--- src/rtl/sdhci_card_cmd_responder.sv ---
// sdhci_card_cmd_responder: card-side SD CMD line engine.
// Receives 48-bit host commands and checks the start, transmission and end
// bits plus the CRC7. It waits out the NCR gap, accepts one response from the
// card logic, then serialises that response and holds the line high for one
// NCC bit before releasing it.
// Optional build macro SDHCI_CARD_CRC_ERR_CNT_EN adds a saturating count of
// crc_err_o pulses and a clear input for it.
module sdhci_card_cmd_responder #(
  parameter int NCR_MIN = 2,
  parameter int NCR_MAX = 64
) (
  input  logic        clk_i,
  input  logic        rst_i,
  input  logic        sd_clk_en_i,
  input  logic        cmd_i,
  output logic        cmd_o,
  output logic        cmd_oe_o,
  output logic        cmd_valid_o,
  output logic [5:0]  cmd_index_o,
  output logic [31:0] cmd_arg_o,
  output logic        crc_err_o,
  input  logic        rsp_valid_i,
  output logic        rsp_ready_o,
  input  logic        rsp_none_i,
  input  logic        rsp_no_crc_i,
  input  logic [5:0]  rsp_index_i,
  input  logic [31:0] rsp_arg_i,
  output logic        busy_o
`ifdef SDHCI_CARD_CRC_ERR_CNT_EN
  ,
  output logic [7:0]  crc_err_cnt_o,
  input  logic        crc_err_clr_i
`endif
);

  typedef enum logic [2:0] {
    S_IDLE,
    S_RX,
    S_WAIT,
    S_TX,
    S_TAIL
  } state_t;

  localparam logic [6:0] NCR_RDY  = 7'(NCR_MIN - 1);
  localparam logic [6:0] NCR_LAST = 7'(NCR_MAX - 1);

  state_t      state_q, state_d;
  logic [5:0]  bit_cnt_q, bit_cnt_d;   // frame bit index, shared by RX and TX
  logic [45:0] rx_sr_q, rx_sr_d;       // bits 1..46 of the incoming frame
  logic [6:0]  crc_q, crc_d;
  logic [6:0]  ncr_q, ncr_d;
  logic        taken_q, taken_d;       // response captured, waiting for TX strobe
  logic [47:0] tx_sr_q, tx_sr_d;       // outgoing frame, MSB on the line
  logic        valid_q, valid_d;
  logic        err_q, err_d;
  logic [5:0]  index_q, index_d;
  logic [31:0] arg_q, arg_d;
  logic        hs;

  // CRC7, polynomial x^7 + x^3 + 1, one bit per call
  function automatic logic [6:0] crc7_step(input logic [6:0] c, input logic b);
    logic fb;
    fb = b ^ c[6];
    return {c[5:3], c[2] ^ fb, c[1:0], fb};
  endfunction

  // CRC7 over the 40 header/payload bits of an outgoing response
  function automatic logic [6:0] crc7_40(input logic [39:0] d);
    logic [6:0] c;
    c = 7'h00;
    for (int i = 39; i >= 0; i--) c = crc7_step(c, d[i]);
    return c;
  endfunction

  assign rsp_ready_o = (state_q == S_WAIT) && !taken_q && (ncr_q >= NCR_RDY);
  assign hs          = rsp_valid_i && rsp_ready_o;
  assign cmd_oe_o    = (state_q == S_TX) || (state_q == S_TAIL);
  assign cmd_o       = (state_q == S_TX) ? tx_sr_q[47] : 1'b1;
  assign busy_o      = (state_q != S_IDLE);
  assign cmd_valid_o = valid_q;
  assign crc_err_o   = err_q;
  assign cmd_index_o = index_q;
  assign cmd_arg_o   = arg_q;

  // Next-state and datapath: line activity advances on strobes only, the
  // response handshake is taken in any clk_i cycle
  always_comb begin
    state_d   = state_q;
    bit_cnt_d = bit_cnt_q;
    rx_sr_d   = rx_sr_q;
    crc_d     = crc_q;
    ncr_d     = ncr_q;
    taken_d   = taken_q;
    tx_sr_d   = tx_sr_q;
    valid_d   = 1'b0;
    err_d     = 1'b0;
    index_d   = index_q;
    arg_d     = arg_q;
    case (state_q)
      S_IDLE: begin
        if (sd_clk_en_i && !cmd_i) begin
          state_d   = S_RX;
          bit_cnt_d = 6'd1;
          crc_d     = 7'h00;  // the start bit is 0 and leaves a cleared CRC unchanged
          rx_sr_d   = '0;
        end
      end
      S_RX: begin
        if (sd_clk_en_i) begin
          rx_sr_d   = {rx_sr_q[44:0], cmd_i};
          bit_cnt_d = bit_cnt_q + 6'd1;
          if (bit_cnt_q <= 6'd39) crc_d = crc7_step(crc_q, cmd_i);
          if (bit_cnt_q == 6'd47) begin
            state_d = S_IDLE;
            // transmission bit 0 means another device's response: drop silently
            if (rx_sr_q[45]) begin
              if (rx_sr_q[6:0] == crc_q && cmd_i) begin
                valid_d = 1'b1;
                index_d = rx_sr_q[44:39];
                arg_d   = rx_sr_q[38:7];
                state_d = S_WAIT;
                ncr_d   = 7'd0;
                taken_d = 1'b0;
              end else begin
                err_d = 1'b1;
              end
            end
          end
        end
      end
      S_WAIT: begin
        if (hs) begin
          if (rsp_none_i) begin
            state_d = S_IDLE;
          end else begin
            taken_d = 1'b1;
            tx_sr_d = {2'b00, rsp_index_i, rsp_arg_i,
                       rsp_no_crc_i ? 7'h7F : crc7_40({2'b00, rsp_index_i, rsp_arg_i}),
                       1'b1};
          end
        end else if (sd_clk_en_i) begin
          if (taken_q) begin
            state_d   = S_TX;
            bit_cnt_d = 6'd0;
          end else if (ncr_q >= NCR_LAST) begin
            state_d = S_IDLE;
          end else begin
            ncr_d = ncr_q + 7'd1;
          end
        end
      end
      S_TX: begin
        if (sd_clk_en_i) begin
          if (bit_cnt_q == 6'd47) begin
            state_d = S_TAIL;
          end else begin
            tx_sr_d   = {tx_sr_q[46:0], 1'b0};
            bit_cnt_d = bit_cnt_q + 6'd1;
          end
        end
      end
      S_TAIL: begin
        if (sd_clk_en_i) state_d = S_IDLE;
      end
      default: state_d = S_IDLE;
    endcase
  end

  // State and datapath registers; reset abandons any frame or pending response
  always_ff @(posedge clk_i) begin
    if (rst_i) begin
      state_q   <= S_IDLE;
      bit_cnt_q <= '0;
      rx_sr_q   <= '0;
      crc_q     <= '0;
      ncr_q     <= '0;
      taken_q   <= 1'b0;
      tx_sr_q   <= '0;
      valid_q   <= 1'b0;
      err_q     <= 1'b0;
      index_q   <= '0;
      arg_q     <= '0;
    end else begin
      state_q   <= state_d;
      bit_cnt_q <= bit_cnt_d;
      rx_sr_q   <= rx_sr_d;
      crc_q     <= crc_d;
      ncr_q     <= ncr_d;
      taken_q   <= taken_d;
      tx_sr_q   <= tx_sr_d;
      valid_q   <= valid_d;
      err_q     <= err_d;
      index_q   <= index_d;
      arg_q     <= arg_d;
    end
  end

`ifdef SDHCI_CARD_CRC_ERR_CNT_EN
  logic [7:0] err_cnt_q, err_cnt_d;

  assign crc_err_cnt_o = err_cnt_q;

  // Saturating error count; clear has priority over a same-cycle increment
  always_comb begin
    err_cnt_d = err_cnt_q;
    if (crc_err_clr_i)                      err_cnt_d = 8'd0;
    else if (err_q && err_cnt_q != 8'hFF)   err_cnt_d = err_cnt_q + 8'd1;
  end

  // Error count register
  always_ff @(posedge clk_i) begin
    if (rst_i) err_cnt_q <= 8'd0;
    else       err_cnt_q <= err_cnt_d;
  end
`endif

endmodule
--- config.mk ---
export PLATFORM = sky130hd
export DESIGN_NAME = sdhci_card_cmd_responder
export DESIGN_NICKNAME = d
export VERILOG_FILES = /design/src/rtl/sdhci_card_cmd_responder.sv
export SDC_FILE = /design/constraint.sdc
export NUM_CORES = 1
export LEC_CHECK = 0
export ABC_CLOCK_PERIOD_IN_PS = 3380
export CORE_MARGIN = 2
export CORE_UTILIZATION = 58
export CTS_BUF_LIST = sky130_fd_sc_hd__clkbuf_2
export DETAILED_ROUTE_END_ITERATION = 6
export HOLD_SLACK_MARGIN = 0.05
export PLACE_DENSITY = 0.88
export SYNTH_ARGS = -nofsm -noshare
export SYNTH_HDL_FRONTEND = slang
export SYNTH_SLANG_ARGS = --single-unit
export TNS_END_PERCENT = 1
--- constraint.sdc ---
create_clock -name clk_i -period 3.38 [get_ports clk_i]
set_input_delay 0.676 -clock clk_i [delete_from_list [all_inputs] [get_ports clk_i]]
set_output_delay 0.676 -clock clk_i [all_outputs]
set_load 0.1 [all_outputs]
; ---- Word level (Yosys, flattened, before mapping)
; Cells that the tools add are included.
[totals]
ff_bits = 158
latch_bits = 0
ram_bits = 0
mem_bits_ro = 0
out_inout_bits = 44
elab_cells = 194
memories = 0
[classes]
n_addsub = 2
n_mul = 0
div_mod_pow = 0
magnitude_cmp = 3
n_eq_ne = 26
shifts = 0
mux = 54
bitwise_logic = 75
reduce_logical = 23
[op_table]
columns = operator, count
row1 = $mux W48, 4
row2 = $pmux W48 S2, 1
row3 = $mux W46, 2
row4 = $pmux W46 S2, 1
row5 = $mux W7, 12
row6 = $xor A1 B1 Y1, 71
row7 = $mux W6, 7
row8 = $mux W3, 11
row9 = $ne A2 B2 Y1 const B, 16
row10 = $pmux W7 S2, 2
row11 = $pmux W6 S4, 1
row12 = $reduce_and A9 Y1, 2
row13 = $pmux W3 S5, 1
row14 = $reduce_and A5 Y1, 2
row15 = $mux W1, 9
row16 = $reduce_and A8 Y1, 1
row17 = $add A7 B1 Y7 const B, 1
row18 = $eq A7 B7 Y1, 1
row19 = $ge A7 B1 Y1 const B, 1
row20 = $ge A7 B6 Y1 const B, 1
row21 = $reduce_and A7 Y1, 1
row22 = $add A6 B1 Y6 const B, 1
row23 = $eq A3 B2 Y1 const B, 2
row24 = $eq A6 B6 Y1 const B, 1
row25 = other kinds (19), 31

; ---- Longest topological paths before layout
; Gate-level depths: netlist of the first run.
[logic_depth]
ltp_word = 22
depth_mapped = 11
mapped_depth_nobuf = 9

; ---- Worst setup path before layout of the first run
; OpenSTA, ideal clock, no wires.
[synth_timing]
path_type = reg-to-output
start = register state_q[2]
end = output port rsp_ready_o
t_arrival_ns = 3.179
slack_ns = -0.475
path_stages_with_launch = 4
n_path_buf = 1
path_cell_list = dfxtp_1 -> clkbuf_1 -> or3b_2 -> a211oi_1
[synth_via]
elab_chain_len = 3
[synth_rtl]
columns = element, line
row1 = start: declaration, 47  ; state_t state_q, state_d;
row2 = start signal: assignment, 184  ; state_q <= state_d;
row3 = $eq A3 B2 Y1, 75  ; assign rsp_ready_o = (state_q == S_WAIT) && !taken_q && (ncr_q >= NCR_RDY);
row4 = $logic_and A1 B1 Y1 (2 in series), 75
row5 = end: declaration, 23  ; output logic rsp_ready_o,
; Every way passes these cells.

; ---- Final worst setup path of the first run
[layout_timing]
start = register state_q[0]
end = output port cmd_o
[layout_via]
elab_chain_len = 2
[layout_rtl]
columns = element, line
row1 = $eq A3 B2 Y1, 78  ; assign cmd_o = (state_q == S_TX) ? tx_sr_q[47] : 1'b1;
row2 = $mux W1, 78
row3 = end: declaration, 16  ; output logic cmd_o,
; Every way passes these cells.

==> results of run 1 <==
==> cells by family after synthesis <==
family                   after synthesis  share of synthesized area [%]
adder cells (fa/ha/maj)                3                          0.514
buffers and inverters                 72                           3.92
flip-flops                           158                           43.3
AO/OA/AOI/OAI                        147                           13.6
AND/OR/NAND/NOR                      344                           20.7
XOR/XNOR                              74                           12.0
multiplexers                          43                           5.91
==> worst paths after layout <==
check / startpoint / endpoint / slack (ns)
worst max-delay path: state_q[0] / cmd_o / 0.29
worst min-delay path: rst_i / tx_sr_q[47] / 0.45
worst max register to register: state_q[0] / tx_sr_q[5] / 0.41
worst min register to register: rx_sr_q[29] / rx_sr_q[30] / 0.48
==> power groups by stage <==
stage               registers [µW]  logic (µW)  clock network [µW]
finish                        2050        1620                1010
CTS                           2050        1610                1040
detailed placement            2080        1600                   0
global route                  2070        1740                1130
global placement              2080        1580                   0
floorplan                     2050        1240                   0
==> synth_stat cells (8+ instances only) <==
| library cell | count | area share (%) |
|---|---|---|
| a21oi_1 | 62 | 4.3 |
| a22oi_1 | 8 | 0.82 |
| a311oi_1 | 39 | 4.7 |
| buf_2 | 10 | 0.69 |
| clkbuf_1 | 54 | 2.8 |
| dfxtp_1 | 158 | 43 |
| mux2i_1 | 42 | 5.8 |
| nand2_1 | 111 | 5.7 |
| nand3_1 | 90 | 6.2 |
| nor2_1 | 104 | 5.3 |
| o21ai_0 | 10 | 0.69 |
| xnor2_1 | 44 | 5.3 |
| xnor3_1 | 11 | 3.4 |
| xor2_1 | 13 | 1.6 |
==> worst max-delay path, delay by kind of cell, from the launching register on <==
| family | cells | cell delay [ns] |
|---|---|---|
| buffers and inverters | 2 | 0.40 |
| flip-flops | 1 | 0.64 |
| AND/OR/NAND/NOR | 3 | 0.65 |
==> per-layer routing <==
| layer | up-vias | wire, µm | GRT usage [%] |
|---|---|---|---|
| li1 | 3081 | - | - |
| met1 | 2949 | 7350 | 32.1 |
| met2 | 179 | 7780 | 38.7 |
| met3 | 32 | 1060 | 7.73 |
| met4 | 0 | 340 | 8.10 |
| met5 | - | 0 | 0 |
==> final cells by class <==
cell class	count	area (µm²)
multi-input cells	611	3880
fillers	931	3590
flip-flops and latches	158	3160
repair buffers	107	1050
well taps	168	210
clock inverters	15	148
clock buffers	17	85.1
inverters	7	26.3
diodes	2	5.00
==> state kept, by name, indices dropped and copies added (netlist names) <==
| signal | cells |
|---|---|
| bit_cnt_q | 6 |
| cmd_arg_o | 32 |
| cmd_index_o | 6 |
| cmd_valid_o | 1 |
| crc_err_o | 1 |
| crc_q | 7 |
| ncr_q | 7 |
| rx_sr_q | 46 |
| state_q | 3 |
| taken_q | 1 |
| tx_sr_q | 48 |
==> per-stage QoR <==
stage	hold slack, ns	utilization [%]
floorplan	0.427	-
global placement	0.446	68.5
detailed placement	0.461	68.5
CTS	0.383	70.5
global route	0.387	70.5
finish	0.445	70.5
==> impl_metrics.yaml, run 1 <==
die:
  die_y_um: 116
  initial_core_util_pct: 60.0
  die_w_um: 116
  die_area_mm2: 0.0135
  rows: 40
  io_pins: 89
  core_area_mm2: 0.0122
yosys:
  synth_flop_cell: "dfxtp_1"
  seq_area_frac_synth_pct: 43.3
  ys_seq_elements: 158
  yosysWarnings: 0
  async_reset_ff_share_pct: 0
  synth_edf_count: 0
  syn_area_per_cell_um2: 8.68
  syn-num-nets: 889
  synth_area_mm2: 0.00730
  syn_inst: 841
  ys_types: 48
timing:
  max_freq_mhz: 323
  maxSlewViolCount: 0
  worstMarginPinSlew_ns: 0.988
  period_needed_ns: 3.09
  setup_viol: 0
  fin_crit_sh_pct: 91.6
  final-hold-violation-count: 0
  skew_ns: 0.0399
  max-slew-margin-rel_pct: 33.9
  fin_tns_setup_ns: 0
  rsz0062_at_grt: "no"
  timing.final.ws_setup_ns: 0.285
final_layout:
  final_cell_mix: "158 x dfxtp_1, 110 x nand2_1, 104 x nor2_1"
  nets: 950
  drive_above_1_share_pct: 9.62
  final_common_cell: "dfxtp_1"
  syn2layout_area_growth_pct: 17.4
  final_area_mm2: 0.00857
  instances_no_fill: 1085
route:
  drc: 0
  drt_iter0_markers: 586
  vias_per_cell: 5.75
  vias: 6241
  drt_wl_total_um: 16500
  routedWlPerCell_um: 15.2
  antenna_left: 0
  dr.pass1.iters: 6
pwr:
  p_int_uw: 2970
  irDropWorstVdd_mv: 0.432
  powerDensity_mw_per_mm2: 546
  pwr-share-clk_pct: 21.6
  p_seq_share_pct: 43.8
  power_switching_uw: 1710
  p_total_uw: 4680
  p_leak_uw: 0.00337
  switching_share_pct: 36.6
  power_frac_comb_pct: 34.6
place:
  place_area_mm2: 0.00834
  post-place-ws_ns: -0.0325
  dpl.cell_count: 1051
  hpwl_um: 11000
  port_buffers: 88
  gp_congestion: 0.888
cts:
  clk_pin_slew_worst_paths_ns: 0.22
  h-tree-depth: 4
  cts.repair.resized: 0
  clock_sinks: 158
  numCtsBuffers: 17
  cts_tree: "yes"
  clkLatencyLatePin_ns: 0.75
  cts-root-buf: "clkbuf_2"
  clockBufferDepth: 2
  cts_hold_buffers: 0
  post_cts_buffers: 0
grt:
  grt_max_degree: 77
  grt_first_pass_wirelength_um: 26300
  grtUsageTotal_pct: 24.5
  grt_pass1_vias: 5532
  gr-total-overflow: 0
  antenna_found_initial: 1
worst_setup_path:
  crit_chain: "nor2b_2, nand2_1, buf_4, or2_2, buf_12"
  cp_slowest_cell: "dfxtp_1"
  cp.required_ns: 2.70
  cp_data_arrival_time_ns: 2.42
  path_class: "flop to output pin"
  cp-end-kind: "output pin"
  cp_max_fo: 28
  rr_worst_depth: 7
  cp_slowest_stage_delay_ns: 0.64
  start_kind: "flop"
outcome:
  status: "completed"
min_path:
  holdPathStages: 2
  hold_class: "primary input to flop"
flow_run:
  maxCapViolCount: 0
Power figures use the tool's default switching activity.
==> run 2: changes to the inputs <==
CTS_CLUSTER_DIAMETER = 60   (was default)
==> results of run 2 <==
The final DEF is identical to that of run 1; final timing and power are the same.
